**src/rtl/simple_processor_control_unit.sv**
```systemverilog
// Instruction sequencer for the 9-bit simple processor: captures IR from DIN and
// steps mv/mvi/add/sub through timesteps T0-T3, driving datapath enables and Bus selects.
module simple_processor_control_unit #(
  parameter int DATA_W = 9,
  parameter int NREG   = 8
) (
  input  logic              Clock,
  input  logic              Resetn,
  input  logic              Run,
  input  logic [DATA_W-1:0] DIN,
  output logic              IRin,
  output logic [NREG-1:0]   Rin,
  output logic [NREG-1:0]   Rout,
  output logic              DINout,
  output logic              Gout,
  output logic              Ain,
  output logic              Gin,
  output logic              AddSub,
  output logic              Done,
  output logic              Busy,
  output logic [1:0]        dbg_state_o
);

  typedef enum logic [1:0] {
    T0 = 2'd0,
    T1 = 2'd1,
    T2 = 2'd2,
    T3 = 2'd3
  } state_e;

  localparam logic [2:0] OP_MV  = 3'b000;
  localparam logic [2:0] OP_ADD = 3'b001;
  localparam logic [2:0] OP_SUB = 3'b010;
  localparam logic [2:0] OP_MVI = 3'b011;

  state_e            state_q, state_d;
  logic [DATA_W-1:0] ir_q, ir_d;

  logic [2:0]      opcode;
  logic [2:0]      reg_x;
  logic [2:0]      reg_y;
  logic [NREG-1:0] x_sel;
  logic [NREG-1:0] y_sel;
  logic            is_sub;

  assign opcode = ir_q[8:6];
  assign reg_x  = ir_q[5:3];
  assign reg_y  = ir_q[2:0];
  assign x_sel  = {{(NREG-1){1'b0}}, 1'b1} << reg_x;
  assign y_sel  = {{(NREG-1){1'b0}}, 1'b1} << reg_y;
  assign is_sub = (opcode == OP_SUB);

  always_ff @(posedge Clock or negedge Resetn) begin
    if (!Resetn) begin
      state_q <= T0;
      ir_q    <= '0;
    end else begin
      state_q <= state_d;
      ir_q    <= ir_d;
    end
  end

  // Every branch drives at most one Bus source and one Rin bit.
  always_comb begin
    state_d = state_q;
    ir_d    = ir_q;
    IRin    = 1'b0;
    Rin     = '0;
    Rout    = '0;
    DINout  = 1'b0;
    Gout    = 1'b0;
    Ain     = 1'b0;
    Gin     = 1'b0;
    AddSub  = 1'b0;
    Done    = 1'b0;
    unique case (state_q)
      T0: begin
        IRin = Run;
        if (Run) begin
          ir_d    = DIN;
          state_d = T1;
        end
      end
      T1: begin
        case (opcode)
          OP_MV: begin
            Rout    = y_sel;
            Rin     = x_sel;
            Done    = 1'b1;
            state_d = T0;
          end
          OP_MVI: begin
            DINout  = 1'b1;
            Rin     = x_sel;
            Done    = 1'b1;
            state_d = T0;
          end
          OP_ADD, OP_SUB: begin
            Rout    = x_sel;
            Ain     = 1'b1;
            state_d = T2;
          end
          default: begin
            // Unassigned opcodes retire as a NOP.
            Done    = 1'b1;
            state_d = T0;
          end
        endcase
      end
      T2: begin
        Rout    = y_sel;
        Gin     = 1'b1;
        AddSub  = is_sub;
        state_d = T3;
      end
      T3: begin
        Gout    = 1'b1;
        Rin     = x_sel;
        AddSub  = is_sub;
        Done    = 1'b1;
        state_d = T0;
      end
      default: state_d = T0;
    endcase
  end

  assign Busy        = (state_q != T0);
  assign dbg_state_o = state_q;

endmodule

```
**config.mk**
```make
export PLATFORM = sky130hd
export DESIGN_NAME = simple_processor_control_unit
export DESIGN_NICKNAME = d
export VERILOG_FILES = /design/src/rtl/simple_processor_control_unit.sv
export SDC_FILE = /design/constraint.sdc
export NUM_CORES = 1
export LEC_CHECK = 0
export CAP_MARGIN = 20
export CORE_MARGIN = 2
export CORE_UTILIZATION = 30
export CTS_CLUSTER_SIZE = 16
export DETAILED_ROUTE_END_ITERATION = 7
export GPL_ROUTABILITY_DRIVEN = 0
export PLACE_DENSITY_LB_ADDON = 0.1
export SLEW_MARGIN = 10
export SYNTH_ARGS = -nofsm -noshare
export SYNTH_HDL_FRONTEND = slang
export SYNTH_SLANG_ARGS = --single-unit
```
**constraint.sdc**
```tcl
create_clock -name Clock -period 1.7 [get_ports Clock]
set_input_delay 0.34 -clock Clock [delete_from_list [all_inputs] [get_ports Clock]]
set_output_delay 0.34 -clock Clock [all_outputs]
set_load 0.1 [all_outputs]
```
==> run_results.csv, run 1 <==
group,metric,value,unit
outcome,outcome,"finished, violations left",
outcome,violations,"setup timing",
route,drc,0,
cts,clk_latency,0.26,ns
critical_path,cp.arrival,1.97,ns
synthesis,syn_inst,78,
route,wire_per_inst,17.71,µm
synthesis,syn_area,758.2,µm²
sta,relSlewSlack,0.6597,
sta,max_freq,433.0,MHz
sta,hold_viol,0,
synthesis,ys_dominant_reg_cell,"dfrtp_1",
floorplanning,coreArea,2432,µm²
placement,dp_hpwl,2258,µm
sta,finalClockSkew,0.003531,ns
synthesis,ys_types,25,
sta,period_needed,2.309,ns
sta,rsz0062_at_grt,"yes",
floorplanning,chipWidth,54.28,µm
route,drtPass1Iterations,2,
cts,h-tree-depth,1,
placement,dpl-instance-area,1877,µm²
layout,area_growth,172.9,%
synthesis,synth-seq-cells,11,
cts,cts_max_path_buffers,2,
sta,layout_setup_ws,-0.6093,ns
global_route,grt_pass1_wl,4802,µm
sta,slew_violations,0,
synthesis,synth-edff-count,0,
floorplanning,initial_core_util,0.3117,
layout,fin_nets,165,
route,drt_wl_total,3135,µm
critical_path,end_kind,"primary output",
cts,clock_sinks,11,
global_route,grt_max_degree,12,
critical_path,path_max_fanout,4,
critical_path,required,1.36,ns
layout,stdcell_area,2069,µm²
synthesis,yosysWarnings,0,
floorplanning,boundaryPins,38,
layout,diodes,0,
cts,path_clk_slew,0.07,ns
global_route,grt_pass1_vias,980,
worst_hold_path,hold_class,"in2async",
sta,fin_crit_sh,1.358,
cts,cts_tree,"yes",
synthesis,syn-mean-instance-area,9.721,µm²
floorplanning,die_height,54.28,µm
sta,worst_slew_pin_slew,0.5088,ns
route,ant_nets,0,
global_route,grt_overflow,0,
flow_run,cap_violations,0,
placement,port_buffers,37,
critical_path,setup.worst_path.start_class,"flip-flop",
synthesis,ys_seq_area_frac,0.3630,
floorplanning,dieArea,2946,µm²
route,via_per_inst,5.209,
global_route,grt_use_total,0.2347,
global_route,antenna_found_initial,0,
cts,cts-hold-fix-buffers,0,
floorplanning,rows,18,
synthesis,synthArstFlopShare,1.000,
critical_path,critPathKind,"reg2out",
sta,setup_viol,24,
synthesis,synth.net_count,95,
route,drt_iter0_markers,5,
cts,root_buffer,"clkbuf_4",
route,num_vias,922,
cts,cts_inserted_buffers,3,
layout,drive_gt1_frac,0.7415,
-- routing by layer --
layer	up-vias	wire length (µm)	global-route usage	part of all wire
li1	429	-	-	-
met1	457	1306	0.2835	0.42
met2	28	1641	0.4157	0.52
met3	8	122	0.02732	0.039
met4	0	64	0.1042	0.020
met5	-	0	0	0
-- synthesized netlist by cell type (all sizes together) (3+ instances only) --
master | n | area, µm²
ha | 5 | 62.56
inv | 4 | 15.01
nand2 | 3 | 11.26
mux2 | 10 | 112.6
dfrtp | 11 | 275.3
o22ai | 4 | 25.02
o32ai | 4 | 35.03
nor2 | 7 | 26.28
nor3 | 5 | 25.02
nand2b | 6 | 37.54
-- cell families after synthesis --
family                     count (synthesis)  share of synthesized area
buffers and inverters                      5                    0.02474
xor gates and xnor gates                   2                    0.02311
AOI/OAI and AO/OA                         13                     0.1172
and+or+nand+nor                           32                     0.2409
DFF                                       11                     0.3630
adders and majority gates                  5                    0.08251
muxes                                     10                     0.1485
-- placed cells by master (no fill, tap or decap), types with 2 or more instances in the layout --
cell,count
nor4b_4,2
o22ai_4,4
mux2_2,10
ha_4,4
o32ai_4,4
nand2_1,2
dfrtp_4,2
nor2_4,5
dfrtp_1,9
buf_12,26
clkbuf_4,3
nand2b_1,4
or2_2,2
clkinvlp_4,2
buf_6,6
nor3_4,4
clkdlybuf4s50_1,11
buf_4,23
-- path summary, 6_finish.rpt --
check,end,start,slack (ns),cells past startpoint
max in group asynchronous,dbg_state_o[0],Resetn,0.90,1
min reg2reg,ir_q[4],ir_q[4],0.58,1
max reg2reg,ir_q[0],dbg_state_o[0],0.06,7
min,ir_q[5],Resetn,0.41,1
max,Rout[7],flip-flop,-0.61,8
min in group Clock,ir_q[4],ir_q[4],0.58,1
-- timing repair --
| item | CTS | global route |
|---|---|---|
| endpoints found under the setup margin | 27 | 24 |
| cloned | 0 | 0 |
| resized for setup | 18 | 2 |
| pin swaps | 9 | 4 |
| setup buffers | 6 | 3 |
-- registers in the layout, summed over array words and instances, names as in the netlist, named ones only --
signal / flops
dbg_state_o: 1
ir_q: 9
-- critical path, stage by stage (launching register included) --
cell and delay (ns):
dfrtp_4 0.49, inv_4 0.07, ha_4 0.13, nor2b_4 0.16
buf_6 0.12, nand4_1 0.15, buf_6 0.20, o22ai_4 0.18
buf_12 0.20
-- metrics by stage --
stage               hold slack (ns)  setup TNS, ns  setup slack, ns  std cells  utilization
floorplan                   0.04441         -13.70          -0.9288         78            -
global placement             0.5487         -4.676          -0.3760        164       0.7716
detailed placement           0.5594         -5.672          -0.4404        164       0.7716
CTS                          0.4160         -9.057          -0.5270        174       0.8349
global route                 0.4189         -11.85          -0.6907        177       0.8508
finish                       0.4139         -10.18          -0.6093        177       0.8508
-- layout make-up --
type | instances | area, µm²
fill | 122 | 362.8
sequential | 11 | 282.8
inverter | 4 | 32.53
timing repair buffer | 66 | 870.8
tap | 30 | 37.54
multi-input combinational | 62 | 819.5
clock buffer | 4 | 26.28
Power of run 1 is left out: the tool's default activity adds up to more than one toggle a clock period on the data nets, which glitch-free logic cannot reach.
==> inputs of run 2 (changes only) <==
- TNS_END_PERCENT: unset -> 100
==> results of run 2 <==
Final layout, timing and power as in run 1 (identical DEF).
Power of run 2 is left out for the same reason.
==> inputs of run 3 (changes only) <==
- REMOVE_ABC_BUFFERS: unset -> 1
==> run 3 against run 2 <==
Against the previous run:
- the flow still finishes with violations (setup timing)
- critical path depth unchanged
- cell count unchanged
- count of clock-buffer cells in the layout unchanged
- fmax up 3.4%
- first-iteration DRC count unchanged
- wire length down 18%
- worst hold slack worse by 0.019 ns
- flip-flop and latch count unchanged
- die area unchanged
- via count down 2.2%
- utilization down 3.8 points
- clock skew up 0.0019 ns
- largest cell class unchanged
- highest routed layer unchanged
==> run_results.csv, run 3 (synthesis results as in run 1) <==
group,metric,value,unit
cts,cts_max_path_buffers,2,
layout,diodes,0,
cts,clk_latency,0.26,ns
cts,cts-hold-fix-buffers,0,
worst_hold_path,hold_class,"in2async",
critical_path,worstRegToRegCells,6,
critical_path,cpMostUsedCell,"buf_4",
cts,cts_tree,"yes",
layout,largest_register_ffs,9,
cts,clock_sinks,11,
sta,whs,0.3945,ns
critical_path,cp.arrival,1.89,ns
flow_run,cap_violations,0,
layout,utilization,0.8128,
sta,relSlewSlack,0.6713,
route,drtPass1Iterations,4,
critical_path,critPathKind,"reg2out",
global_route,grt_use_total,0.1828,
sta,rsz0062_at_grt,"yes",
critical_path,setup.worst_path.start_class,"flip-flop",
layout,drive_gt1_frac,0.7211,
floorplanning,coreArea,2432,µm²
outcome,violations,"setup timing",
critical_path,end_kind,"primary output",
sta,hold_viol,0,
route,via_per_inst,5.096,
layout,mostFrequentLayoutCells,"26 x buf_12, 25 x buf_4, 11 x clkdlybuf4s50_1",
floorplanning,dieArea,2946,µm²
critical_path,r2r_slack,0.24,ns
layout,final_common_cell,"buf_12",
sta,max_freq,447.6,MHz
critical_path,required,1.36,ns
sta,finalClockSkew,0.005428,ns
global_route,grt_pass1_vias,866,
cts,root_buffer,"clkbuf_4",
floorplanning,chipWidth,54.28,µm
outcome,outcome,"finished, violations left",
global_route,grt_overflow,0,
floorplanning,boundaryPins,38,
floorplanning,initial_core_util,0.3117,
global_route,grt_max_degree,12,
floorplanning,die_height,54.28,µm
critical_path,r2r-end,"ir_q[1]",
critical_path,path_max_fanout,4,
sta,worst_slew_pin_slew,0.4930,ns
route,num_vias,902,
global_route,antenna_found_initial,0,
route,drt_iter0_markers,5,
cts,path_clk_slew,0.06,ns
route,drt_wl_total,2578,µm
sta,period_needed,2.234,ns
cts,cts_inserted_buffers,3,
layout,n_fill_cell,143,
route,ant_nets,0,
critical_path,worstPathCellList,"inv_2, ha_4, nor4b_4, buf_4, nor2_4, o32ai_2, buf_4, buf_12",
layout,area_growth,160.7,%
route,drc,0,
floorplanning,rows,18,
sta,layout_setup_ws,-0.5341,ns
layout,fin_nets,165,
sta,fin_crit_sh,1.314,
sta,setup_viol,22,
sta,slew_violations,0,
cts,h-tree-depth,1,
route,wire_per_inst,14.56,µm
placement,port_buffers,37,
critical_path,slowest_delay,0.40,ns
critical_path,critPathSlowestCell,"dfrtp_1",
global_route,grt_pass1_wl,3857,µm
placement,dp_hpwl,1766,µm
layout,top_register,"ir_q",
[run 3: area by class of cell]
class,count,area [µm²],area share
tap,30,37.54,0.01899
inverter,4,15.01,0.007595
timing repair buffer,66,863.3,0.4367
multi-input combinational,62,757.0,0.3829
sequential,11,277.8,0.1405
clock buffer,4,26.28,0.01329
[run 3: metal layers]
layer / GRT usage / vias up / wire, µm
li1: - / 429 / -
met1: 0.2296 / 436 / 1025
met2: 0.3233 / 35 / 1426
met3: 0.01913 / 2 / 112
met4: 0.06250 / 0 / 14
met5: 0 / - / 0
[run 3: worst max-delay path: cells and delay by family (launching register included)]
family	cells	cell delay (ns)
buffers and inverters	4	0.58
and+or+nand+nor	2	0.26
DFF	1	0.40
adders and majority gates	1	0.14
AOI/OAI and AO/OA	1	0.25
[run 3: worst max-delay path by stage]
stage,slack (ns),start,end,cells past startpoint
after CTS,-0.51,flip-flop,Rout[4],8
after detailed placement,-0.26,flip-flop,Rin[1],8
after global routing,-0.65,flip-flop,Rout[2],8
after floorplan,-3.85,flip-flop,AddSub,3
after global placement,-0.24,flip-flop,Rin[1],8
final,-0.53,flip-flop,Rout[2],8
[run 3: what timing repair did]
| action | CTS | global route |
|---|---|---|
| resized for setup | 35 | 24 |
| setup endpoints to repair | 22 | 22 |
| gates cloned | 0 | 0 |
| pin swaps | 9 | 11 |
| setup buffers | 4 | 3 |
[run 3: through the flow]
stage | std cells | setup WS, ns | cell area, µm² | TNS [ns]
after floorplan | 77 | -3.849 | 754.5 | -58.42
after global placement | 168 | -0.2369 | 1603 | -3.453
after detailed placement | 168 | -0.2557 | 1603 | -3.887
after CTS | 176 | -0.5105 | 1854 | -8.466
after global routing | 177 | -0.6539 | 1977 | -10.28
final | 177 | -0.5341 | 1977 | -8.398
Power of run 3 is left out for the same reason.
